<file path="src/rtl/arith_pkg.sv">
// Shared definitions for the arithmetic datapath (Booth multiplier and divider).
package arith_pkg;

  // Default operand width shared by the multiplier and the divider
  localparam int ARITH_N = 4;

  // Divider controller state encoding
  typedef enum logic [1:0] {
    DIV_IDLE = 2'd0,
    DIV_RUN  = 2'd1,
    DIV_FIX  = 2'd2
  } div_state_e;

endpackage

</file>
<file path="src/rtl/seq_div_abs.sv">
// Combinational two's-complement conditional negate.
// With negate tied to the operand's sign bit, it produces the magnitude.
// The magnitude of the most negative value reads correctly as an unsigned number.
module seq_div_abs #(
  parameter int W = 4
) (
  input  logic [W-1:0] value_in,
  input  logic         negate,
  output logic [W-1:0] value_out
);

  // Pass the value through, or return its two's-complement negation
  always_comb begin
    value_out = negate ? -value_in : value_in;
  end

endmodule

</file>
<file path="src/rtl/seq_signed_divider.sv">
// Sequential signed divider: a 2N-bit dividend divided by an N-bit divisor.
// It does restoring shift-subtract on the operand magnitudes, then a sign-fix cycle.
// Optional build macro SEQ_DIV_OVF_DETECT_EN compiles in quotient-overflow detection.
// Without the macro, ovf is always 0.
module seq_signed_divider
  import arith_pkg::*;
#(
  parameter int N = ARITH_N
) (
  input  logic           clk,
  input  logic           rst,
  input  logic           start,
  input  logic [2*N-1:0] dividend,
  input  logic [N-1:0]   divisor,
  output logic [N-1:0]   quotient,
  output logic [N-1:0]   remainder,
  output logic           busy,
  output logic           done,
  output logic           dbz,
  output logic           ovf
);

  localparam int             CW    = $clog2(2*N+1);
  localparam logic [CW-1:0]  ITERS = CW'(2*N);

  div_state_e     state_q, state_d;
  logic [2*N-1:0] dvd_q, dvd_d;
  logic [N-1:0]   dvs_q, dvs_d;
  logic [N-1:0]   rem_q, rem_d;
  logic [CW-1:0]  cnt_q, cnt_d;
  logic           dvd_neg_q, dvd_neg_d;
  logic           dvs_neg_q, dvs_neg_d;
  logic           dbz_pend_q, dbz_pend_d;
  logic [N-1:0]   quotient_q, quotient_d;
  logic [N-1:0]   remainder_q, remainder_d;
  logic           busy_q, busy_d;
  logic           done_q, done_d;
  logic           dbz_q, dbz_d;
  logic           ovf_q, ovf_d;

  logic [2*N-1:0] dvd_mag;
  logic [N-1:0]   dvs_mag;
  logic [N-1:0]   quo_signed;
  logic [N-1:0]   rem_signed;
  logic [N:0]     rem_shift;
  logic           rem_ge;
  logic [N-1:0]   rem_diff;
  logic           ovf_calc;

  // Operand conditioning: magnitudes of the incoming dividend and divisor
  seq_div_abs #(.W(2*N)) u_dvd_abs (
    .value_in  (dividend),
    .negate    (dividend[2*N-1]),
    .value_out (dvd_mag)
  );

  seq_div_abs #(.W(N)) u_dvs_abs (
    .value_in  (divisor),
    .negate    (divisor[N-1]),
    .value_out (dvs_mag)
  );

  // Sign correction: only the low N bits of each result are reported
  seq_div_abs #(.W(N)) u_quo_fix (
    .value_in  (dvd_q[N-1:0]),
    .negate    (dvd_neg_q ^ dvs_neg_q),
    .value_out (quo_signed)
  );

  seq_div_abs #(.W(N)) u_rem_fix (
    .value_in  (rem_q),
    .negate    (dvd_neg_q),
    .value_out (rem_signed)
  );

  // One restoring step: shift in the next dividend bit, then trial-subtract the divisor
  always_comb begin
    rem_shift = {rem_q, dvd_q[2*N-1]};
    rem_ge    = rem_shift >= {1'b0, dvs_q};
    rem_diff  = N'(rem_shift - {1'b0, dvs_q});
  end

`ifdef SEQ_DIV_OVF_DETECT_EN
  localparam logic [2*N-1:0] QMAG_POS_MAX = {{(N+1){1'b0}}, {(N-1){1'b1}}};
  localparam logic [2*N-1:0] QMAG_NEG_MAX = QMAG_POS_MAX + 1'b1;

  // Overflow: the quotient magnitude does not fit the signed N-bit range for its sign
  always_comb begin
    ovf_calc = (dvd_neg_q ^ dvs_neg_q) ? (dvd_q > QMAG_NEG_MAX)
                                       : (dvd_q > QMAG_POS_MAX);
  end
`else
  // Overflow detection is not built, so the flag stays low
  always_comb begin
    ovf_calc = 1'b0;
  end
`endif

  // Controller next state: accept, iterate 2N times, then sign-fix and report
  always_comb begin
    state_d     = state_q;
    dvd_d       = dvd_q;
    dvs_d       = dvs_q;
    rem_d       = rem_q;
    cnt_d       = cnt_q;
    dvd_neg_d   = dvd_neg_q;
    dvs_neg_d   = dvs_neg_q;
    dbz_pend_d  = dbz_pend_q;
    quotient_d  = quotient_q;
    remainder_d = remainder_q;
    busy_d      = busy_q;
    done_d      = 1'b0;
    dbz_d       = dbz_q;
    ovf_d       = ovf_q;
    case (state_q)
      DIV_IDLE: begin
        if (start) begin
          dvd_d      = dvd_mag;
          dvs_d      = dvs_mag;
          dvd_neg_d  = dividend[2*N-1];
          dvs_neg_d  = divisor[N-1];
          rem_d      = '0;
          cnt_d      = ITERS;
          busy_d     = 1'b1;
          dbz_d      = 1'b0;
          ovf_d      = 1'b0;
          dbz_pend_d = (divisor == '0);
          state_d    = (divisor == '0) ? DIV_FIX : DIV_RUN;
        end
      end
      DIV_RUN: begin
        rem_d = rem_ge ? rem_diff : rem_shift[N-1:0];
        dvd_d = {dvd_q[2*N-2:0], rem_ge};
        cnt_d = cnt_q - 1'b1;
        if (cnt_q == CW'(1)) begin
          state_d = DIV_FIX;
        end
      end
      DIV_FIX: begin
        busy_d  = 1'b0;
        done_d  = 1'b1;
        state_d = DIV_IDLE;
        if (dbz_pend_q) begin
          quotient_d  = '0;
          remainder_d = '0;
          dbz_d       = 1'b1;
          ovf_d       = 1'b0;
        end else begin
          quotient_d  = quo_signed;
          remainder_d = rem_signed;
          dbz_d       = 1'b0;
          ovf_d       = ovf_calc;
        end
      end
      default: begin
        state_d = DIV_IDLE;
      end
    endcase
  end

  // State and result registers; reset discards any division in flight
  always_ff @(posedge clk or posedge rst) begin
    if (rst) begin
      state_q     <= DIV_IDLE;
      dvd_q       <= '0;
      dvs_q       <= '0;
      rem_q       <= '0;
      cnt_q       <= '0;
      dvd_neg_q   <= 1'b0;
      dvs_neg_q   <= 1'b0;
      dbz_pend_q  <= 1'b0;
      quotient_q  <= '0;
      remainder_q <= '0;
      busy_q      <= 1'b0;
      done_q      <= 1'b0;
      dbz_q       <= 1'b0;
      ovf_q       <= 1'b0;
    end else begin
      state_q     <= state_d;
      dvd_q       <= dvd_d;
      dvs_q       <= dvs_d;
      rem_q       <= rem_d;
      cnt_q       <= cnt_d;
      dvd_neg_q   <= dvd_neg_d;
      dvs_neg_q   <= dvs_neg_d;
      dbz_pend_q  <= dbz_pend_d;
      quotient_q  <= quotient_d;
      remainder_q <= remainder_d;
      busy_q      <= busy_d;
      done_q      <= done_d;
      dbz_q       <= dbz_d;
      ovf_q       <= ovf_d;
    end
  end

  assign quotient  = quotient_q;
  assign remainder = remainder_q;
  assign busy      = busy_q;
  assign done      = done_q;
  assign dbz       = dbz_q;
  assign ovf       = ovf_q;

endmodule
</file>
<file path="config.mk">
export PLATFORM = sky130hd
export DESIGN_NAME = seq_signed_divider
export DESIGN_NICKNAME = d
export VERILOG_FILES = /design/src/rtl/arith_pkg.sv /design/src/rtl/seq_div_abs.sv /design/src/rtl/seq_signed_divider.sv
export SDC_FILE = /design/constraint.sdc
export NUM_CORES = 1
export LEC_CHECK = 0
export CORE_MARGIN = 2
export CORE_UTILIZATION = 49
export DETAILED_ROUTE_END_ITERATION = 6
export GPL_TIMING_DRIVEN = 0
export MAX_ROUTING_LAYER = met4
export PLACE_DENSITY = 0.8
export SETUP_SLACK_MARGIN = 0.3
export SLEW_MARGIN = 40
export SYNTH_ARGS = -nofsm -noshare
export SYNTH_HDL_FRONTEND = slang
export SYNTH_SLANG_ARGS = --single-unit
</file>
<file path="constraint.sdc">
create_clock -name clk -period 1.75 [get_ports clk]
set_clock_uncertainty 0.05 [all_clocks]
set_input_delay 0.35 -clock clk [delete_from_list [all_inputs] [get_ports clk]]
set_output_delay 0.35 -clock clk [all_outputs]
set_load 0.005 [all_outputs]
</file>
# == Word-level counts from Yosys, hierarchy flattened ==
# Cells that the tools add are included.
# classes
addsub,6
mul,0
div,0
n_lt_le_gt_ge,1
eq_ne,5
shifts,0
mux,24
bitwise,1
n_reduce_logical,8
# ops
op,count
4-bit two-way mux,8
8-bit two-way mux,2
4-bit one-hot mux with 2 select lines,2
8-bit one-hot mux with 2 select lines,1
4-bit negation,3
8-bit negation,1
2-bit AND reduction,4
2-bit two-way mux,3
1-bit one-hot mux with 2 select lines,3
5-bit by 4-bit >= comparator with 1-bit output,1
4-bit by 1-bit == test with 1-bit output (second input constant),1
4-bit logical NOT,1
1-bit two-way mux,4
2-bit != test (second input constant),2
2-bit one-hot mux with 2 select lines,1
2-bit nonzero test,2
4-bit by 1-bit subtractor with 4-bit output (second input constant),1
4-bit subtractor,1
2-bit by 1-bit == test with 1-bit output (second input constant),1
2-bit == test (second input constant),1
2-bit logical NOT,1
1-bit bitwise XOR,1
# totals
register_bits,37
latch_bits,0
ram_bits,0
rom_bits,0
out_inout_bits,12
mem_count,0

# == Logic depth before layout (Yosys ltp) ==
# Gate-level depths: netlist of the first run.
# depth
depth_word,4
ltp_mapped,7
ltp_nobuf,7

# == Hierarchy ==
# From an unflattened synthesis of the first run, not the netlist that was laid out.
# hier_totals
hier_cells,236
area_unflattened_um2,2193.4
# modules_own_cells
module,n_inst,cells_each,area_each_um2
seq_signed_divider,1,185,1804.2
seq_div_abs at u_dvs_abs ...,3,10,72.6
seq_div_abs at u_dvd_abs,1,21,171.4

# == Least setup slack after synthesis of the first run ==
# OpenSTA, ideal clock, no wires.
# synth_path
kind,register to register
start,reg rem_q[0]
end,reg rem_q[0]
setup_ps,122
arrival_time_ps,1710
t_required_ps,1578
path_slack_ps,-131
stages_incl_launch_ff,6
period_less_slack_ps,1881
cell_sequence,dfrtp_1 > ha_1 > nor2b_4 > o31a_4 > or3_1 > a32o_1
# synth_between
elab_chain_cells,3
# synth_lines
element,line_no,rtl
from (decl),seq_signed_divider.sv:29,"logic [N-1:0] rem_q, rem_d;"
from (signal assigned),seq_signed_divider.sv:182,rem_q <= rem_d;
5-bit by 4-bit >= comparator with 1-bit output,seq_signed_divider.sv:79,"rem_ge = rem_shift >= {1'b0, dvs_q};"
4-bit two-way mux,seq_signed_divider.sv:132,rem_d = rem_ge ? rem_diff : rem_shift[N-1:0];
4-bit one-hot mux with 2 select lines,seq_signed_divider.sv:115,case (state_q)
# Every way passes these cells.
# A chain may end at the register's enable or synchronous reset.

# == Worst setup path after layout of the first run ==
# layout_path
start,reg dvs_q[1]
end,reg rem_q[0]
# layout_between
elab_chain_cells,3
# layout_lines
element,line_no,rtl
from (decl),seq_signed_divider.sv:28,"logic [N-1:0] dvs_q, dvs_d;"
from (signal assigned),seq_signed_divider.sv:181,dvs_q <= dvs_d;
5-bit by 4-bit >= comparator with 1-bit output,seq_signed_divider.sv:79,
4-bit two-way mux,seq_signed_divider.sv:132,
4-bit one-hot mux with 2 select lines,seq_signed_divider.sv:115,
# Every way passes these cells.

==> flow_metrics.py, run 1 <==
metrics = {
    "detailed_routing": {
        "drt-total-wl_um": 4706,
        "route.detailed.drc": 0,
        "dr.pass1.iters": 4,
        "route.detailed.wl_per_inst_um": 15.43,
        "via_per_inst": 5.515,
        "drtIter0Drc": 107,
        "final_antenna_net_count": 0,
        "vias": 1682,
    },
    "clocking": {
        "clk_pin_slew_worst_paths_ns": 0.07,
        "clkLatencyLatePin_ns": 0.29,
        "cts_buffer_depth": 2,
        "htreeDepth": 2,
        "cts_sinks": 36,
        "cts_tree": "yes",
        "cts_root_buf": "clkbuf_8",
        "numCtsBuffers": 5,
    },
    "synth": {
        "async_flop_share": 1.000,
        "ys_ff_latch": 36,
        "avgSynthCellArea_um2": 9.349,
        "yosys.area.top_type": "dfrtp_1",
        "synth-edff-count": 0,
        "synth.distinct_cells": 42,
        "synthTopCellsByArea": "dfrtp_1 (45%), nand2_1 (7.8%), ha_1 (6.3%)",
        "synthCells": 212,
        "syn_nets": 238,
        "synth_ff_type": "dfrtp_1",
        "yosysTopAreaCellShare": 0.4545,
        "netlist_area_um2": 1982,
        "yosysWarnings": 0,
        "yosysSeqAreaShare": 0.4545,
    },
    "grt": {
        "antenna_found_initial": 0,
        "grt_pass1_wl_um": 7396,
        "overflow": 0,
        "first_global_vias": 1614,
        "grt_usage": 0.2244,
        "grt_max_degree": 37,
    },
    "min_path": {
        "hold_path.class": "in2reg",
    },
    "placed_design": {
        "dp_hpwl_um": 2928,
        "placed_area_um2": 2285,
        "io_buffer_count": 24,
        "gp_congestion": 0.8392,
    },
    "sta": {
        "setup_viol": 3,
        "tightest_slew_ns": 0.6204,
        "worst_slack_ns": -0.1960,
        "slew_viol_final": 0,
        "hold_violations": 0,
        "hold_ws_ns": 0.3264,
        "period_needed_ns": 1.946,
        "clock.fmax_mhz": 513.9,
        "rsz0062_at_grt": "yes",
        "fin_crit_sh": 1.112,
        "max_slew_margin": 0.5859,
    },
    "floorplan": {
        "start_util": 0.5027,
        "die_x_um": 67.60,
        "ios": 27,
        "die_area_um2": 4569,
        "die_y_um": 67.60,
        "fp.coreArea_um2": 3943,
        "rows": 23,
    },
    "cells_and_area": {
        "fin_area_um2": 2671,
        "nNetsFinal": 280,
        "syn2layout_area_growth_pct": 34.79,
        "drive_above_1_share": 0.2353,
        "num_antenna_cells": 0,
    },
    "power_and_ir_drop": {
        "irDropWorstVdd_mv": 0.9320,
        "comb_power_share": 0.539,
        "clkPwrFrac": 0.147,
        "leakagePower_nw": 1.257,
        "p_sw_frac": 0.4057,
        "internal_power_w": 0.002968,
        "p_per_area_nw_per_um2": 1870,
        "seqPwrFrac": 0.313,
        "power_switching_w": 0.002026,
    },
    "status": {
        "outcome": "finished with violations",
        "violations": "negative setup slack",
    },
    "worst_setup_path": {
        "required_ns": 1.87,
        "cp_data_arrival_time_ns": 2.07,
        "regToRegStartpoint": "dvs_q[1]",
        "crit_path_start_kind": "flop",
        "path_class": "reg2reg",
        "timing.reg2reg.setup_slack_ns": -0.20,
        "worst-path-max-fanout": 4,
        "crit_path_end_kind": "flop",
        "endpoint": "rem_q[0]",
        "rr_endpoint": "rem_q[0]",
        "cp-startpoint": "dvs_q[1]",
        "r2r_cells": 6,
    },
    "run": {
        "drv_cap": 0,
    },
}
-- worst max-delay path, stage by stage (launching register included) --
cell	delay, ns
dfrtp_1	0.39
inv_2	0.08
ha_4	0.20
nor2b_4	0.13
o31a_4	0.29
or3_1	0.42
a32o_1	0.26
-- cell usage after synthesis, types with 4 or more instances --
library cell,instances
dfrtp_1,36
o31ai_1,6
inv_1,20
o21ai_0,18
nor2_1,9
nor2b_1,4
xnor2_1,11
nand2_1,41
ha_1,10
-- placed cells by master (no fill, tap or decap), drive strengths merged, types with 6 or more instances in the layout --
master	netlist	layout
buf	3	14
clkbuf	4	11
dfrtp	36	36
dlygate4sd2	0	13
ha	10	10
inv	20	19
nand2	41	41
nor2	9	9
o21ai	18	18
o31ai	6	6
xnor2	11	11
-- power groups by stage --
| stage | Sequential [W] | Combinational [W] | Clock, W |
|---|---|---|---|
| floorplan | 0.00147 | 0.00150 | 0 |
| global placement | 0.00151 | 0.00201 | 0 |
| detailed placement | 0.00154 | 0.00208 | 0 |
| CTS | 0.00152 | 0.00231 | 0.000742 |
| global route | 0.00161 | 0.00301 | 0.000778 |
| finish | 0.00157 | 0.00269 | 0.000735 |
-- logic make-up after synthesis --
group,count (synthesis),synth area share
flops,36,0.4545
mux,3,0.01515
compound gates,50,0.1761
simple gates,70,0.1622
xor+xnor,14,0.06187
other cells,1,0.001892
fa+ha+maj,11,0.07323
buf+inv,27,0.05492
-- area by class of cell --
class                   instances  area (um2)
inverters                      20       76.32
clock buffers                   6       72.57
fillers                       336        1271
well taps                      50       62.56
plain buffers                   7       48.80
repair buffers                 35       314.1
flip-flops and latches         36       907.1
clock inverters                 2       35.03
multi-input cells             149        1155
-- per-stage QoR --
step	util	power [W]	setup TNS [ns]	setup WS (ns)	instances
2_1_floorplan	-	0.002971	-0.2375	-0.1315	212
3_3_place_gp	0.5795	0.003522	-10.97	-0.2296	286
3_5_place_dp	0.5795	0.003612	-3.231	-0.2482	286
4_1_cts	0.6385	0.004569	-0.3327	-0.1716	301
5_1_grt	0.6776	0.005400	-0.4395	-0.2193	305
6_report	0.6776	0.004994	-0.2710	-0.1960	305
-- layer usage --
metal / vias up / track usage / share of wire / wire (um)
li1: 814 / - / - / -
met1: 806 / 0.2795 / 0.42 / 1976
met2: 55 / 0.3578 / 0.51 / 2419
met3: 7 / 0.03167 / 0.051 / 238
met4: 0 / 0.1097 / 0.015 / 72
met5: - / - / 0 / 0
-- how the worst min path moves through the flow --
stage                   to        start  cells after the start  slack (ns)
2_1_floorplan     dvs_q[1]     dvs_q[1]                      2        0.40
3_3_place_gp          busy         busy                      2        0.41
3_5_place_dp   quotient[3]  quotient[3]                      2        0.42
4_1_cts          dvd_neg_q  dividend[7]                      3        0.33
5_1_grt           dvs_q[0]   divisor[0]                      3        0.34
6_report          dvs_q[0]   divisor[0]                      3        0.33
-- flip-flops by register name (all words and copies together), names as in the netlist --
signal and cells:
remainder 4, busy 1, state_q 2, done 1, dvs_q 4, dvs_neg_q 1
rem_q 4, cnt_q 4, dvd_q 8, dvd_neg_q 1, dbz 1, dbz_pend_q 1
quotient 4
-- what timing repair did --
action,CTS,global route
gates cloned,0,0
hold buffers,0,0
endpoints found under the setup margin,44,25
pin swaps,9,9
endpoints found under the hold margin,0,0
gates resized for setup,39,33
buffers inserted,7,4
Power figures use the tool's default switching activity.
==> inputs of run 2 (changes only) <==
- CAP_MARGIN: not set -> 30
==> results of run 2 <==
Same layout as run 1: the final DEF is identical, and so are final timing and power.
==> patch 1 (config.mk and constraints of run 1) <==
The output `done` loses its register stage (`done_q` becomes a continuous assignment).
--- a/src/rtl/seq_signed_divider.sv
+++ b/src/rtl/seq_signed_divider.sv
@@ -172,7 +172,6 @@
       quotient_q  <= '0;
       remainder_q <= '0;
       busy_q      <= 1'b0;
-      done_q      <= 1'b0;
       dbz_q       <= 1'b0;
       ovf_q       <= 1'b0;
     end else begin
@@ -187,11 +186,12 @@
       quotient_q  <= quotient_d;
       remainder_q <= remainder_d;
       busy_q      <= busy_d;
-      done_q      <= done_d;
       dbz_q       <= dbz_d;
       ovf_q       <= ovf_d;
     end
   end
+
+  assign done_q = done_d;
 
   assign quotient  = quotient_q;
   assign remainder = remainder_q;
Check against the original RTL: not equivalent (Yosys sat finds a counterexample within 4 cycles, from zero or initial values and one cycle with rst high).
==> patch 1 against run 1 <==
  * The flow still finishes with violations (setup timing)
  * Highest routed layer unchanged
  * Wire length decreased by 0.51%
  * Setup slack better by 78 ps
  * Count of clock-buffer cells in the layout rose by 1
  * Clock power shrank 23%
  * Total power grew 2.1%
  * Critical endpoint unchanged
  * Cell count up 3.3%
  * Critical path type unchanged
  * Cell area increased by 2.5%
  * Area after synthesis fell by 1.3%
  * Sequential cell count fell by 1
==> patch 1: results (changes against run 1) <==
stage	metric	value	unit	change
status	run_status	finished, violations left		
status	failed_checks	setup timing		
detailed_routing	route.vias.total	1731		+2.9%
hold_path	holdPathEnd	dvd_neg_q		
cells_and_area	fin_nets	292		+4.3%
place	io_buffers	24		unchanged
place	dp_hpwl	2960	µm	+1.1%
place	place.gp.congestion	0.859		+2.3%
timing	finalSetupViolations	5		+2
cells_and_area	largest_reg_flops	8		unchanged
timing	tns	-490	ps	-219 ps
synth	synthDistinctLibCells	42		unchanged
place	dp_slack	-217	ps	+31.2 ps
cts	clk_pin_slew	70	ps	about the same
hold_path	hold_path_class	in -> reg		
cts	cts_made_buffers	5		unchanged
detailed_routing	first_iter_violations	74		-31%
cts	cts_buffer_depth	2		unchanged
hold_path	hp-start	dividend[7]		
hold_path	holdPathStages	3		unchanged
synth	syn-num-nets	237		-0.42%
cells_and_area	diodes	0		unchanged
critical_path	r2r_cells	6		unchanged
synth	synth_area_leaders	dfrtp_1 45%, nand2_1 7.9%, ha_1 6.4%		
power_and_ir_drop	leakage	1.30	nW	+3.1%
critical_path	path_max_fanout	5		+1
cts	root_buffer	clkbuf_8		
global_route	gr-usage-all-layers	23.4	%	+1.0 points
detailed_routing	drtAntennaViolNets	0		unchanged
synth	netlist_top_cells_count	41 x nand2_1, 35 x dfrtp_1, 20 x inv_1		
cells_and_area	drive_gt1_share	26.2	%	+2.7 points
timing	worst_slack	-118	ps	+77.7 ps
critical_path	r2r-end	rem_q[0]		
cells_and_area	regMostFlops	dvd_q		
critical_path	cp_slowest_cell	dfrtp_1		
critical_path	r2r_start	dvs_q[1]		
critical_path	cp.arrival	2000	ps	-70 ps
synth	async_flop_share	100	%	unchanged
global_route	antenna_found_initial	0		unchanged
power_and_ir_drop	ir_worst_vdd	0.959	mV	+2.9%
detailed_routing	first_pass_iters	4		unchanged
timing	whs	365	ps	+38.6 ps
global_route	grt_pass1_vias	1614		unchanged
global_route	grt_pass1_wl	7580	µm	+2.5%
synth	yosys_warnings	0		unchanged
cts	htreeDepth	2		unchanged
global_route	grt_max_degree	36		-2.7%
cts	clkLatencyLatePin	290	ps	about the same
synth	ys_seq_area_share	44.8	%	-0.70 points
timing	tightest_slew	611	ps	-9.82 ps
detailed_routing	wire_per_inst	14.9	µm	-3.7%
critical_path	critPathMaxStageDelay	390	ps	-30 ps
-- patch 1: changes by cell type in the layout (fill, tap and decap cells not counted), moves of 2 or more --
cell / delta
buf_4: +11
clkbuf_2: -2
clkbuf_1: +2
o21ai_0: -3
buf_6: +5
dlygate4sd2_1: -2
o21ai_1: +3
-- patch 1: metal layers --
| metal | routed length (µm) | up-vias | GRT usage, % | share of wire, % |
|---|---|---|---|---|
| li1 | - | 833 | - | - |
| met1 | 2050 | 848 | 28.9 | 44 |
| met2 | 2360 | 42 | 38.0 | 50 |
| met3 | 196 | 8 | 6.00 | 4.2 |
| met4 | 76 | 0 | 7.14 | 1.6 |
| met5 | 0 | - | - | 0 |
-- patch 1: kinds of logic after synthesis --
kind of cell,after synthesis,share of synthesized area (%)
AOI/OAI and AO/OA,50,17.8
xor gates and xnor gates,14,6.27
adders and majority gates,11,7.42
buffers and inverters,27,5.56
DFF,35,44.8
muxes,3,1.53
other,1,0.192
and+or+nand+nor,70,16.4
-- patch 1: worst max-delay path by stage --
stage / startpoint / to / cells after the start
after floorplan: rem_q[0] / rem_q[0] / 5
after global placement: rem_q[0] / rem_q[0] / 5
after detailed placement: rem_q[0] / rem_q[0] / 5
after CTS: dvs_q[1] / rem_q[0] / 6
after global routing: dvs_q[1] / rem_q[1] / 8
final: dvs_q[1] / rem_q[0] / 6
-- patch 1: worst max-delay path: cells and delay by family (launching register included) --
family,cells,cell delay [ps]
adders and majority gates,1,210
DFF,1,390
and+or+nand+nor,2,500
buffers and inverters,1,90
AOI/OAI and AO/OA,2,520
-- patch 1: per-stage QoR --
| step | total power, mW | std cells | instance area, µm² |
|---|---|---|---|
| floorplan | 2.94 | 211 | 1960 |
| global placement | 3.49 | 283 | 2260 |
| detailed placement | 3.58 | 283 | 2260 |
| CTS | 4.48 | 300 | 2510 |
| global route | 5.48 | 315 | 2740 |
| finish | 5.10 | 315 | 2740 |
-- patch 1: area by class of cell --
class                      count  area, µm²
clock inverter                 1       5.00
buffer                         7       53.8
timing repair buffer          48        432
tap                           48       60.1
inverter                      20       78.8
sequential                    35        882
fill                         271       1010
clock buffer                   7       76.3
multi-input combinational    149       1150
-- patch 1: power by group --
part	total [mW]	internal [mW]	switching, mW	leakage, nW
Sequential	1.52	1.18	0.336	0.427
Combinational	3.01	1.58	1.44	0.827
Clock	0.566	0.279	0.287	0.0422
-- patch 1: what timing repair did --
item	CTS	global route
endpoints found under the setup margin	42	24
resized for setup	49	34
cloned	0	0
pin swaps	13	14
buffers inserted	9	15
==> patch 2 (flow settings as in run 1) <==
Without the edit above. The package constant `ARITH_N` goes from 4 to 2.
--- a/src/rtl/arith_pkg.sv
+++ b/src/rtl/arith_pkg.sv
@@ -2,7 +2,7 @@
 package arith_pkg;
 
   // Default operand width shared by the multiplier and the divider
-  localparam int ARITH_N = 4;
+  localparam int ARITH_N = 2;
 
   // Divider controller state encoding
   typedef enum logic [1:0] {
Ports: changed (resized dividend, divisor, quotient and remainder); port bits go from 27 to 17. The function was not compared with the original's and may differ.
==> patch 2 against run 1 <==
  * Cell count is 42% lower
  * Sequential cell count is 13 lower
  * Total power down 50%
  * Wire length is 48% lower
  * Critical path type unchanged
  * Setup slack better by 460 ps
  * Largest power group unchanged
  * Critical endpoint is now rem_q[1]
  * Area after synthesis down 41%
  * Cell area fell by 44%
==> patch 2: results (changes against run 1) <==
stage	metric	value	unit	change
synth	ys.flop_type	dfrtp_1		
detailed_routing	vias_per_cell	5.29		-4.0%
cells_and_area	fillers	188		-44%
place	dp_hpwl	1750	µm	-40%
global_route	grt_max_degree	24		-35%
synth	synth_top_area_share	49.5	%	+4.0 points
cts	cts_made_buffers	3		-2
critical_path	cp_slowest_cell	dfrtp_1		
synth	netlist_top_cells_count	26 x nand2_1, 23 x dfrtp_1, 11 x inv_1		
detailed_routing	first_iter_violations	13		-88%
critical_path	path_max_fanout	3		-1
global_route	grt_pass1_vias	942		-42%
power_and_ir_drop	leakage	0.692	nW	-45%
place	io_buffers	15		-38%
synth	syn-num-nets	139		-42%
place	place.gp.congestion	0.818		-2.6%
cts	htreeDepth	1		-1
status	run_status	completed		
synth	synthDistinctLibCells	32		-24%
power_and_ir_drop	switching_share	40.1	%	-0.52 points
critical_path	cp_top_family	compound AO/OA/AOI/OAI gates		
hold_path	hold_path_class	in -> async		
synth	synth_area_leaders	dfrtp_1 49%, nand2_1 8.4%, ha_1 5.4%		
detailed_routing	wire_per_inst	13.7	µm	-11%
synth	ys_seq_area_share	49.5	%	+4.0 points
cts	clk_pin_slew	130	ps	+60 ps
global_route	gr-usage-all-layers	20.0	%	-2.5 points
cts	root_buffer	clkbuf_4		
cells_and_area	fin_nets	164		-41%
critical_path	cp.arrival	1650	ps	-420 ps
global_route	grt_pass1_wl	3940	µm	-47%
power_and_ir_drop	ir_worst_vdd	0.941	mV	+0.95%
cts	clkLatencyLatePin	310	ps	+20 ps
cells_and_area	drive_gt1_share	16.1	%	-7.4 points
## patch 2: cell types whose count changed after synthesis, moves of 3 or more
cell       delta
nand2_1      -15
a2111oi_0     +3
ha_1          -5
o31ai_1       -3
nand2b_1      +4
o21ai_0       -9
xnor2_1      -10
dfrtp_1      -13
mux2i_1       -3
inv_1         -9
nor4_1        -3
## patch 2: cell type report
class / count / area [µm²] / area share [%]
Sequential cell: 23 / 577 / 38.6
Clock inverter: 1 / 5.00 / 0.335
Timing Repair Buffer: 20 / 176 / 11.8
Tap cell: 28 / 35.0 / 2.35
Buffer: 5 / 30.0 / 2.01
Inverter: 11 / 41.3 / 2.77
Clock buffer: 3 / 22.5 / 1.51
Multi-Input combinational cell: 86 / 606 / 40.6
## patch 2: worst register-to-register path: stages, from the launching register on
cell	delay [ps]
dfrtp_1	410
ha_1	320
nand2b_4	190
a2111oi_4	320
o41ai_1	100
## patch 2: per-stage QoR
stage	setup slack (ps)	instances	hold WS, ps	setup TNS [ps]	instance area, µm²
3_5_place_dp	-112	168	422	-315	1380
6_report	261	177	308	0	1490
2_1_floorplan	295	125	302	0	1190
3_3_place_gp	-98.5	168	411	-289	1380
4_1_cts	157	175	322	0	1420
5_1_grt	193	177	352	0	1490
## patch 2: power by group through the flow
stage,sequential (mW),combinational (mW),clock [mW]
6_report,0.978,1.27,0.249
4_1_cts,0.962,1.08,0.256
5_1_grt,1.02,1.43,0.274
2_1_floorplan,0.932,0.767,0
3_3_place_gp,0.963,1.00,0
3_5_place_dp,0.980,1.06,0
## patch 2: what timing repair did
action	4_1_cts	5_1_grt
gates resized for setup	12	10
setup endpoints to repair	13	11
setup buffers	3	2
pin swaps	0	5
## patch 2: routing by layer
metal  vias up  track usage (%)  wire length, µm
li1        469                -                -
met1       451             23.0             1080
met2        13             35.0             1250
met3         4             2.86               68
met4         0             7.69               22
met5         -                -                0
## patch 2: kinds of logic after synthesis
| logic type | share of synthesized area (%) |
|---|---|
| DFF | 49.5 |
| adders and majority gates | 5.38 |
| and+or+nand+nor | 20.9 |
| buffers and inverters | 5.91 |
| other | 0.322 |
| muxes | 0.968 |
| xor gates and xnor gates | 2.26 |
| AOI/OAI and AO/OA | 14.8 |
## patch 2: worst paths after layout
kind,slack [ps],startpoint,depth (start not counted),end
min reg2reg,440,remainder[1],2,remainder[1]
min in group clk,440,remainder[1],2,remainder[1]
max in group asynchronous,1000,rst,2,rem_q[0]
max,260,dvs_q[0],4,rem_q[1]
max reg2reg,260,dvs_q[0],4,rem_q[1]
min,310,rst,2,remainder[1]
